===== src/rtl/logic_stage_pkg.sv =====
// Shared mode encodings and the bitwise 3-input function used by logic_stage_pipe.
package logic_stage_pkg;

    // Widest operand logic_eval supports; callers zero-extend and truncate.
    localparam int unsigned EVAL_W = 64;

    localparam logic [1:0] MODE_LEGACY = 2'd0;
    localparam logic [1:0] MODE_AND3   = 2'd1;
    localparam logic [1:0] MODE_OR3    = 2'd2;
    localparam logic [1:0] MODE_XOR3   = 2'd3;

    function automatic logic [EVAL_W-1:0] logic_eval(
        input logic [1:0]        mode,
        input logic [EVAL_W-1:0] a,
        input logic [EVAL_W-1:0] b,
        input logic [EVAL_W-1:0] c
    );
        logic [EVAL_W-1:0] res;
        case (mode)
            MODE_AND3: res = a & b & c;
            MODE_OR3:  res = a | b | c;
            MODE_XOR3: res = a ^ b ^ c;
            default:   res = a | ~(b ^ c);
        endcase
        return res;
    endfunction

endpackage


===== src/rtl/logic_pipe_slice.sv =====
// One valid/ready register slice holding {valid, data}; flushable by clear.
module logic_pipe_slice #(
    parameter int unsigned WIDTH = 8
) (
    input  logic             clk,
    input  logic             rst_n,
    input  logic             clear,
    input  logic             in_valid,
    input  logic [WIDTH-1:0] in_data,
    output logic             in_ready_c,
    output logic             out_valid,
    output logic [WIDTH-1:0] out_data,
    input  logic             out_ready
);

    // Slot can load when empty or when its occupant leaves this cycle.
    assign in_ready_c = ~out_valid | out_ready;

    always_ff @(posedge clk or negedge rst_n) begin
        if (!rst_n) begin
            out_valid <= 1'b0;
            out_data  <= '0;
        end else begin
            if (clear) begin
                out_valid <= 1'b0;
            end else if (in_ready_c) begin
                out_valid <= in_valid;
            end
            // Data only moves with a real beat; otherwise it keeps its stale value.
            if (in_valid && in_ready_c && !clear) begin
                out_data <= in_data;
            end
        end
    end

endmodule


===== src/rtl/logic_stage_pipe.sv =====
// Selectable 3-input bitwise function feeding a DEPTH-stage valid/ready pipeline,
// with a saturating count of delivered beats.
module logic_stage_pipe
    import logic_stage_pkg::*;
#(
    parameter int unsigned WIDTH = 8,
    parameter int unsigned DEPTH = 2,
    parameter int unsigned CNT_W = 16
) (
    input  logic             clk,
    input  logic             rst_n,
    input  logic             clear,
    input  logic [1:0]       mode,
    input  logic             in_valid,
    output logic             in_ready,
    input  logic [WIDTH-1:0] a,
    input  logic [WIDTH-1:0] b,
    input  logic [WIDTH-1:0] c,
    output logic             out_valid,
    input  logic             out_ready,
    output logic [WIDTH-1:0] out_data,
    output logic [CNT_W-1:0] beat_count
);

    localparam logic [CNT_W-1:0] CNT_MAX = '1;

    logic [WIDTH-1:0] eval_c;

    assign eval_c = WIDTH'(logic_eval(mode, EVAL_W'(a), EVAL_W'(b), EVAL_W'(c)));

    // Each stage keeps its own nets so the ready chain has no self-referencing vector.
    for (genvar k = 0; k < DEPTH; k++) begin : g_stage
        logic             slot_valid;
        logic [WIDTH-1:0] slot_data;
        logic             slot_ready_c;
        logic             feed_valid;
        logic [WIDTH-1:0] feed_data;
        logic             drain_ready;

        if (k == 0) begin : g_head
            assign feed_valid = in_valid & ~clear;
            assign feed_data  = eval_c;
        end else begin : g_body
            assign feed_valid = g_stage[k-1].slot_valid;
            assign feed_data  = g_stage[k-1].slot_data;
        end

        if (k == DEPTH - 1) begin : g_tail
            assign drain_ready = out_ready;
        end else begin : g_link
            assign drain_ready = g_stage[k+1].slot_ready_c;
        end

        logic_pipe_slice #(
            .WIDTH(WIDTH)
        ) u_slice (
            .clk       (clk),
            .rst_n     (rst_n),
            .clear     (clear),
            .in_valid  (feed_valid),
            .in_data   (feed_data),
            .in_ready_c(slot_ready_c),
            .out_valid (slot_valid),
            .out_data  (slot_data),
            .out_ready (drain_ready)
        );
    end

    assign in_ready  = ~clear & g_stage[0].slot_ready_c;
    assign out_valid = g_stage[DEPTH-1].slot_valid;
    assign out_data  = g_stage[DEPTH-1].slot_data;

    // Delivered-beat counter; a handshake during clear is not counted.
    always_ff @(posedge clk or negedge rst_n) begin
        if (!rst_n) begin
            beat_count <= '0;
        end else if (clear) begin
            beat_count <= '0;
        end else if (out_valid && out_ready && (beat_count != CNT_MAX)) begin
            beat_count <= beat_count + CNT_W'(1);
        end
    end

endmodule


===== config.mk =====
export PLATFORM = sky130hd
export DESIGN_NAME = logic_stage_pipe
export DESIGN_NICKNAME = d
export VERILOG_FILES = /design/src/rtl/logic_stage_pkg.sv /design/src/rtl/logic_pipe_slice.sv /design/src/rtl/logic_stage_pipe.sv
export SDC_FILE = /design/constraint.sdc
export NUM_CORES = 1
export LEC_CHECK = 0
export CORE_UTILIZATION = 45
export CTS_BUF_LIST = sky130_fd_sc_hd__clkbuf_8
export DETAILED_ROUTE_END_ITERATION = 16
export HOLD_SLACK_MARGIN = 0.02
export PLACE_DENSITY = 0.74
export RECOVER_POWER = 25
export SYNTH_ARGS = -nofsm -noshare
export SYNTH_HDL_FRONTEND = slang
export SYNTH_SLANG_ARGS = --single-unit

===== constraint.sdc =====
create_clock -name clk -period 4.62 [get_ports clk]
set_input_delay 0.693 -clock clk [delete_from_list [all_inputs] [get_ports clk]]
set_output_delay 0.693 -clock clk [all_outputs]
set_load 0.005 [all_outputs]

Word level (Yosys, flattened, before mapping)
Index checks and enable logic that the tools add are counted.
Widths: inputs -> output; s select.
- flip-flop bits (word level): 34
- bits in latches: 0
- memory bits (writable): 0
- bits in read-only memories: 0
- input bits: 31
- memories kept: 0
- add/subtract/negate cells: 1
- $mul: 0
- divide/modulo/power cells: 0
- magnitude comparators: 0
- equality and inequality tests: 4
- shifts and indexed selects: 0
- mux-type cells: 7
- bitwise gates (word level): 16
- reductions and logical operators: 10
- operators by type and width (cell ; number):
    $mux 16 ; 2
    $or 8x8->8 ; 3
    $pmux 8 s3 ; 1
    $xor 8x8->8 ; 3
    $add 16x1->16 const B ; 1
    $and 8x8->8 ; 2
    $ne 16x16->1 const B ; 1
    $not 8->8 ; 1
    $logic_and 1x1->1 ; 6
    $reduce_bool 2->1 ; 3
    $eq 2x2->1 const B ; 2
    $mux 1 ; 4
    $not 1->1 ; 3
    $and 1x1->1 ; 2
    $eq 2x1->1 const B ; 1
    $or 1x1->1 ; 2
    $logic_not 1->1 ; 1

Longest topological paths before layout
Gate-level depths: netlist of the first run.
- depth after elaboration: 5
- depth in mapped cells: 7
- mapped depth without buffers: 6

Cells and area by module
A second synthesis of the first run with hierarchy kept.
- cell total of the unflattened synthesis: 246
- area total of the unflattened synthesis: 2381.0 µm²
- modules (own cells, without submodules) (module ; instances ; cells each ; area each (µm²)):
    logic_stage_pipe ; 1 ; 202 ; 1662.8
    logic_pipe_slice ; 2 ; 22 ; 359.1

Worst setup path after synthesis of the first run
OpenSTA, ideal clock, no wires.
- path type: register to register
- from: register beat_count[0]
- to: register beat_count[13]
- library setup time: 0.128 ns
- data arrival time: 1.644 ns
- required time: 4.492 ns
- setup slack: 2.849 ns
- stages on the path, launching flop included: 7
- clock period less this slack: 1.771 ns
- cells stage by stage: dfrtp_1 > ha_1 > and4_1 > and4_4 > buf_6 > nor4_1 > mux2_1
- word-level cells in the longest chain between the ends: 3
- RTL lines (what ; RTL line ; text):
    from (decl) ; logic_stage_pipe.sv:22 ; output logic [CNT_W-1:0] beat_count
    from (signal assigned) ; logic_stage_pipe.sv:80 ; beat_count <= beat_count + CNT_W'(1);
    $add 16x1->16 / $ne 16x16->1 (equally long branches) ; logic_stage_pipe.sv:80, logic_stage_pipe.sv:79 ;
    $mux 16 / $logic_and 1x1->1 (equally long branches) ; logic_stage_pipe.sv:79 ; end else if (out_valid && out_ready && (beat_count != CNT_MAX)) begin
    $mux 16 / $reduce_bool 2->1 (equally long branches) ; -- ;
Parallel ways exist; a longest one is shown, timed or not. The select of a mux whose other input is x is not followed.
A chain may end at the register's enable or synchronous reset.

Worst setup path in the final report of the first run
- from: input out_ready
- to: output in_ready
- word-level cells in the longest chain between the ends: 3
- RTL lines (what ; RTL line ; text):
    from (decl) ; logic_stage_pipe.sv:20 ; input logic out_ready,
    $or 1x1->1 (2 in series) ; logic_pipe_slice.sv:17 ; assign in_ready_c = ~out_valid | out_ready;
    $and 1x1->1 ; logic_stage_pipe.sv:69 ; assign in_ready = ~clear & g_stage[0].slot_ready_c;
    to (decl) ; logic_stage_pipe.sv:15 ; output logic in_ready,
Every way passes these cells.

==> results of run 1 <==
## path summary, 6_finish.rpt
check                                               start                        endpoint  slack, ns
max reg2reg                                 beat_count[0]                  beat_count[13]       2.78
max in group asynchronous                           rst_n  g_stage[0].u_slice.out_data[6]       2.14
min reg2reg                g_stage[1].u_slice.out_data[6]  g_stage[1].u_slice.out_data[6]       0.50
min in group asynchronous                           rst_n                   beat_count[6]       1.42
min                        g_stage[1].u_slice.out_data[6]  g_stage[1].u_slice.out_data[6]       0.50
max                                             out_ready                        in_ready       1.92
## cells in the mapped netlist (all sizes together)
master and instances:
dfrtp 34, mux2 20, o21ai 19, inv 18
ha 17, nand2 15, a21oi 14, nand3 13
and3 10, clkbuf 8, nor2 8, nor3b 8
o311a 8, o31ai 8, or4 8, xnor2 8
and4 5, nor2b 4, and2 3, buf 3
or3 3, nand4 2, nor3 2, nor4 2
nand3b 1, o41ai 1, or2 1, or3b 1
## kinds of logic after synthesis
group,Yosys count,synth area share
xor+xnor,8,0.0305
buf+inv,29,0.0517
flops,34,0.370
compound gates,50,0.137
fa+ha+maj,17,0.0926
mux,20,0.0980
simple gates,86,0.220
## state kept, by name, indices dropped and copies added (netlist names)
name,cells
g_stage.u_slice.out_valid,2
g_stage.u_slice.out_data,16
beat_count,16
## final cells by class
| cell class | instances | area [um^2] | share of cell area |
|---|---|---|---|
| clock buffers | 5 | 68.8 | 0.0231 |
| repair buffers | 58 | 572 | 0.192 |
| well taps | 67 | 83.8 | 0.0282 |
| multi-input cells | 181 | 1330 | 0.446 |
| clock inverters | 2 | 7.51 | 0.00252 |
| inverters | 18 | 67.6 | 0.0227 |
| flip-flops and latches | 34 | 851 | 0.286 |
## placed cells by master (no fill, tap or decap), types with 4 or more instances in the layout
master           instances
nor2b_1                  4
mux2_1                   4
nand3_1                 13
dfrtp_1                 34
ha_1                    17
clkdlybuf4s50_1         55
mux2_2                  16
nor3b_1                  8
xnor2_1                  8
inv_1                   20
a21oi_1                 14
o31ai_1                  8
o311a_1                  8
or4_1                    8
o21ai_0                 16
clkbuf_8                 5
and3_1                  10
nor2_1                   8
nand2_1                 15
## metrics by stage
| stage | std cells | hold slack [ns] |
|---|---|---|
| detailed placement | 358 | 0.493 |
| finish | 365 | 0.504 |
| global placement | 358 | 0.489 |
| global route | 365 | 0.517 |
| CTS | 365 | 0.507 |
| floorplan | 244 | 0.397 |
## power groups by stage
stage	registers (mW)	clock network, mW	logic (mW)
after detailed placement	0.368	0	0.192
after CTS	0.363	0.207	0.193
after floorplan	0.364	0	0.0830
after global routing	0.367	0.221	0.212
after global placement	0.368	0	0.188
final	0.362	0.200	0.190
## routing by layer
layer | vias up | track usage
met5 | - | 0
met4 | 0 | 0.0577
met3 | 5 | 0.0549
met2 | 49 | 0.312
met1 | 961 | 0.251
li1 | 1002 | -
==> results.toml, run 1 <==
[run_status]
outcome = "finished, violations left"
violations = "max-capacitance violations, max-slew violations"

[worst_hold_path]
hold_path.class = "reg2reg"
hold_path_depth = 1

[floorplanning]
io_pins = 57
dieArea_mm2 = 0.00539
start_util = 0.477
fp.dieH_um = 73.5
placementRows = 25
die_x_um = 73.5
coreArea_mm2 = 0.00482

[worst_setup_path]
r2r_cells = 5
critPathLaunchType = "input port"
worst-setup-path-type = "in2out"
required_ns = 3.93
cp.depth = 4
crit_family = "buffers and inverters"
worstPathCellList = "clkdlybuf4s50_1 > nor2b_1 > a21oi_1 > clkdlybuf4s50_1"
critPathMaxFanout = 4
endpoint_kind = "output pin"
slowest_delay_ns = 0.53
crit_top_cell = "clkdlybuf4s50_1"
cp.arrival_ns = 2.01
path_buf_inv = 2
crit_path_top_delay_cell = "clkdlybuf4s50_1"

[clock_tree]
cts_root_buffer = "clkbuf_8"
clkSlewWorstSetupHoldPaths_ns = 0.06
cts_tree = "done"
postCtsSetupBuffers = 0
numCtsBuffers = 5
htreeDepth = 2
cts_sinks = 34
hold_buffers = 0
postCtsResizedCells = 0
insertion_delay_ns = 0.29
cts_buffer_depth = 2

[timing]
setup_ws_ns = 1.92
slew_headroom = -0.209
hold_viol_final = 0
fin_tns_setup_ns = 0
fin_crit_sh = 0.585
tightest_slew_ns = 1.81
min_period_ns = 2.70
fin_skew_ns = 0.00698
slew_violations = 35
setup_viol = 0
timing.fmax_mhz = 370
rsz0062_at_grt = "false"

[routing]
top_layer = "met4"
drt_wl_total_mm = 4.78
drtIter0Drc = 135
via_per_inst = 5.53
wl_met3_um = 208
dr.pass1.iters = 4
wl_met1_mm = 2.23
routed-via-count = 2017
drc = 0
wl_per_cell_um = 13.1
met2_wirelength_mm = 2.29
final_antenna_net_count = 0

[global_routing]
gr-total-overflow = 0
grt_pass1_wl_mm = 8.09
grt_pass1_vias = 1844
grt_antenna_before_repair = 0
grt_usage = 0.193
grt_max_degree = 35

[final_layout]
n_antenna_cell = 0
layout-drive-gt1-share = 0.0839
final_net_count = 346
area_growth_pct = 29.6
fillers = 432
final_area_mm2 = 0.00298
finalCoreUtilization = 0.618

[yosys]
synth_nets = 292
synth_seq_cells = 34
synthTopCellsByArea = "dfrtp_1 (37%), ha_1 (9.3%), mux2_2 (7.8%)"
synth_top_area_frac = 0.370
synth_warnings = 0
synth.yosys.seq_area_share = 0.370
syn_inst = 244
yosysTopAreaCell = "dfrtp_1"
syn_avg_cell_area_um2 = 9.41
syn-cell-area_mm2 = 0.00230
ys_types = 32

[power]
power_switching_uw = 191
p_int_uw = 560
netSwitchingFraction = 0.254
seq_power_share = 0.482
power_uw = 751
combPwrFrac = 0.253
p_leak_nw = 1.24
p_per_area_mw_per_mm2 = 252
ir_drop_mv = 0.217
pwr-share-clk = 0.266

[placement]
gp_congestion = 0.867
postPlaceCellArea_mm2 = 0.00291
pre_cts_ws_ns = 1.87
port_buffers = 56
dpl.hpwl_mm = 3.53

[flow_run]
cap_viol_max_count = 1
No activity file was read; power rests on OpenSTA's default activity.
==> run 2: changes to the inputs <==
==> constraint.sdc (replaced) <==
create_clock -name clk -period 2.7 [get_ports clk]
set_input_delay 0.405 -clock clk [delete_from_list [all_inputs] [get_ports clk]]
set_output_delay 0.405 -clock clk [all_outputs]
set_load 0.005 [all_outputs]
==> run 2 against run 1 <==
  * Sequential power up 71%
  * Worst hold slack better by 0.0036 ns
  * Critical endpoint unchanged
  * Sequential cell count unchanged
  * Clock skew grew 0.0013 ns
  * The run now ends clean
  * Critical path type unchanged
  * Global-route usage grew 0.53 points
  * Sequential share of layout area fell by 0.39 points
  * Setup slack got worse by 1.3 ns
  * Core utilization rose by 0.86 points
  * Register-to-register slack worse by 1.9 ns
==> results.toml, run 2 (synthesis gave the netlist of run 1 again) <==
[worst_hold_path]
hold_path.class = "reg2reg"
hold_path_depth = 1

[worst_setup_path]
crit_top_cell = "clkdlybuf4s50_1"
worst-setup-path-type = "in2out"
cp.depth = 4
critPathMaxFanout = 4
critPathLaunchType = "input port"
crit_path_top_delay_cell = "clkdlybuf4s50_1"
worstPathCellList = "clkdlybuf4s50_1 > nor2b_1 > a21oi_1 > clkdlybuf4s50_1"
required_ns = 2.30
slowest_delay_ns = 0.52
r2r_cells = 5
path_buf_inv = 2
endpoint_kind = "output pin"
cp.arrival_ns = 1.72
crit_family = "buffers and inverters"

[power]
ir_drop_mv = 0.296
p_per_area_mw_per_mm2 = 442
p_leak_nw = 1.26

[timing]
rsz0062_at_grt = "false"
fin_tns_setup_ns = 0
hold_viol_final = 0
timing.fmax_mhz = 470
whs_ns = 0.507
tightest_slew_ns = 0.426
min_period_ns = 2.13
slew_headroom = 0.716
fin_skew_ns = 0.00830
setup_viol = 0
slew_violations = 0
fin_crit_sh = 0.787

[routing]
routed-via-count = 2032
drc = 0
dr.pass1.iters = 4
wl_per_cell_um = 13.3
drt_wl_total_mm = 4.92
final_antenna_net_count = 0
drtIter0Drc = 101
via_per_inst = 5.51

[final_layout]
n_antenna_cell = 0
final_net_count = 349
fillers = 426
mostFrequentLayoutCells = "clkdlybuf4s50_1 (55), dfrtp_1 (34), inv_1 (19)"
finalCoreUtilization = 0.627
final_common_cell = "clkdlybuf4s50_1"
layout-drive-gt1-share = 0.103
top_regs = "beat_count (16), g_stage.u_slice.out_data (16), g_stage.u_slice.out_valid (2)"
area_growth_pct = 31.4

[clock_tree]
postCtsResizedCells = 0
postCtsSetupBuffers = 0
clkSlewWorstSetupHoldPaths_ns = 0.06
insertion_delay_ns = 0.29
htreeDepth = 2
hold_buffers = 0
numCtsBuffers = 5
cts_buffer_depth = 2
cts_tree = "done"
cts_root_buffer = "clkbuf_8"
cts_sinks = 34

[placement]
dpl.hpwl_mm = 3.62
gp_congestion = 0.853
port_buffers = 56

[floorplanning]
coreArea_mm2 = 0.00482
fp.dieH_um = 73.5
start_util = 0.477
die_x_um = 73.5
dieArea_mm2 = 0.00539
io_pins = 57
placementRows = 25

[global_routing]
grt_antenna_before_repair = 0
grt_pass1_vias = 1881
grt_max_degree = 35
gr-total-overflow = 0
grt_usage = 0.198
grt_pass1_wl_mm = 8.38

[flow_run]
cap_viol_max_count = 0

[run_status]
outcome = "complete, no violations"
run 2: changes by cell type in the layout (fill, tap and decap cells not counted), sizes merged:
cell	change
buf	+4
clkinv	+1
inv	-1
run 2: path summary, 6_finish.rpt:
kind                                                     start                        endpoint  slack [ns]
worst max register to register                   beat_count[0]                  beat_count[15]        0.85
max in group asynchronous                                rst_n                  beat_count[13]        1.80
worst min-delay path            g_stage[0].u_slice.out_data[4]  g_stage[0].u_slice.out_data[4]        0.51
worst max-delay path                                 out_ready                        in_ready        0.57
worst min register to register  g_stage[0].u_slice.out_data[4]  g_stage[0].u_slice.out_data[4]        0.51
min in group asynchronous                                rst_n                   beat_count[0]        0.58
run 2: final cells by class:
cell class | instances | area [um^2] | area share
inverters | 18 | 67.6 | 0.0224
multi-input cells | 181 | 1330 | 0.440
flip-flops and latches | 34 | 851 | 0.282
well taps | 67 | 83.8 | 0.0278
repair buffers | 61 | 598 | 0.198
clock buffers | 6 | 82.6 | 0.0274
clock inverters | 2 | 8.76 | 0.00290
run 2: worst register-to-register path: cells and delay by family (launching register included):
family | cells | cell delay [ns]
simple gates | 3 | 0.94
flops | 1 | 0.43
fa+ha+maj | 1 | 0.25
compound gates | 1 | 0.16
run 2: per-stage QoR:
stage	instances	area, um^2	total power, mW	worst slack (ns)
finish	369	3020	1.33	0.574
global route	369	3020	1.42	0.514
CTS	369	3020	1.35	0.570
detailed placement	361	2930	0.964	0.534
global placement	361	2930	0.952	0.571
floorplan	244	2300	0.765	0.929
run 2: metal layers:
metal	part of all wire	vias to the layer above	GRT usage
li1	-	1013	-
met1	0.47	975	0.267
met2	0.48	39	0.326
met3	0.038	5	0.0357
met4	0.0077	0	0.0577
met5	0	-	0
run 2: power breakdown:
part	switching [mW]	internal (mW)
logic	0.121	0.212
registers	0.0384	0.580
clock network	0.180	0.202
total	0.339	0.994
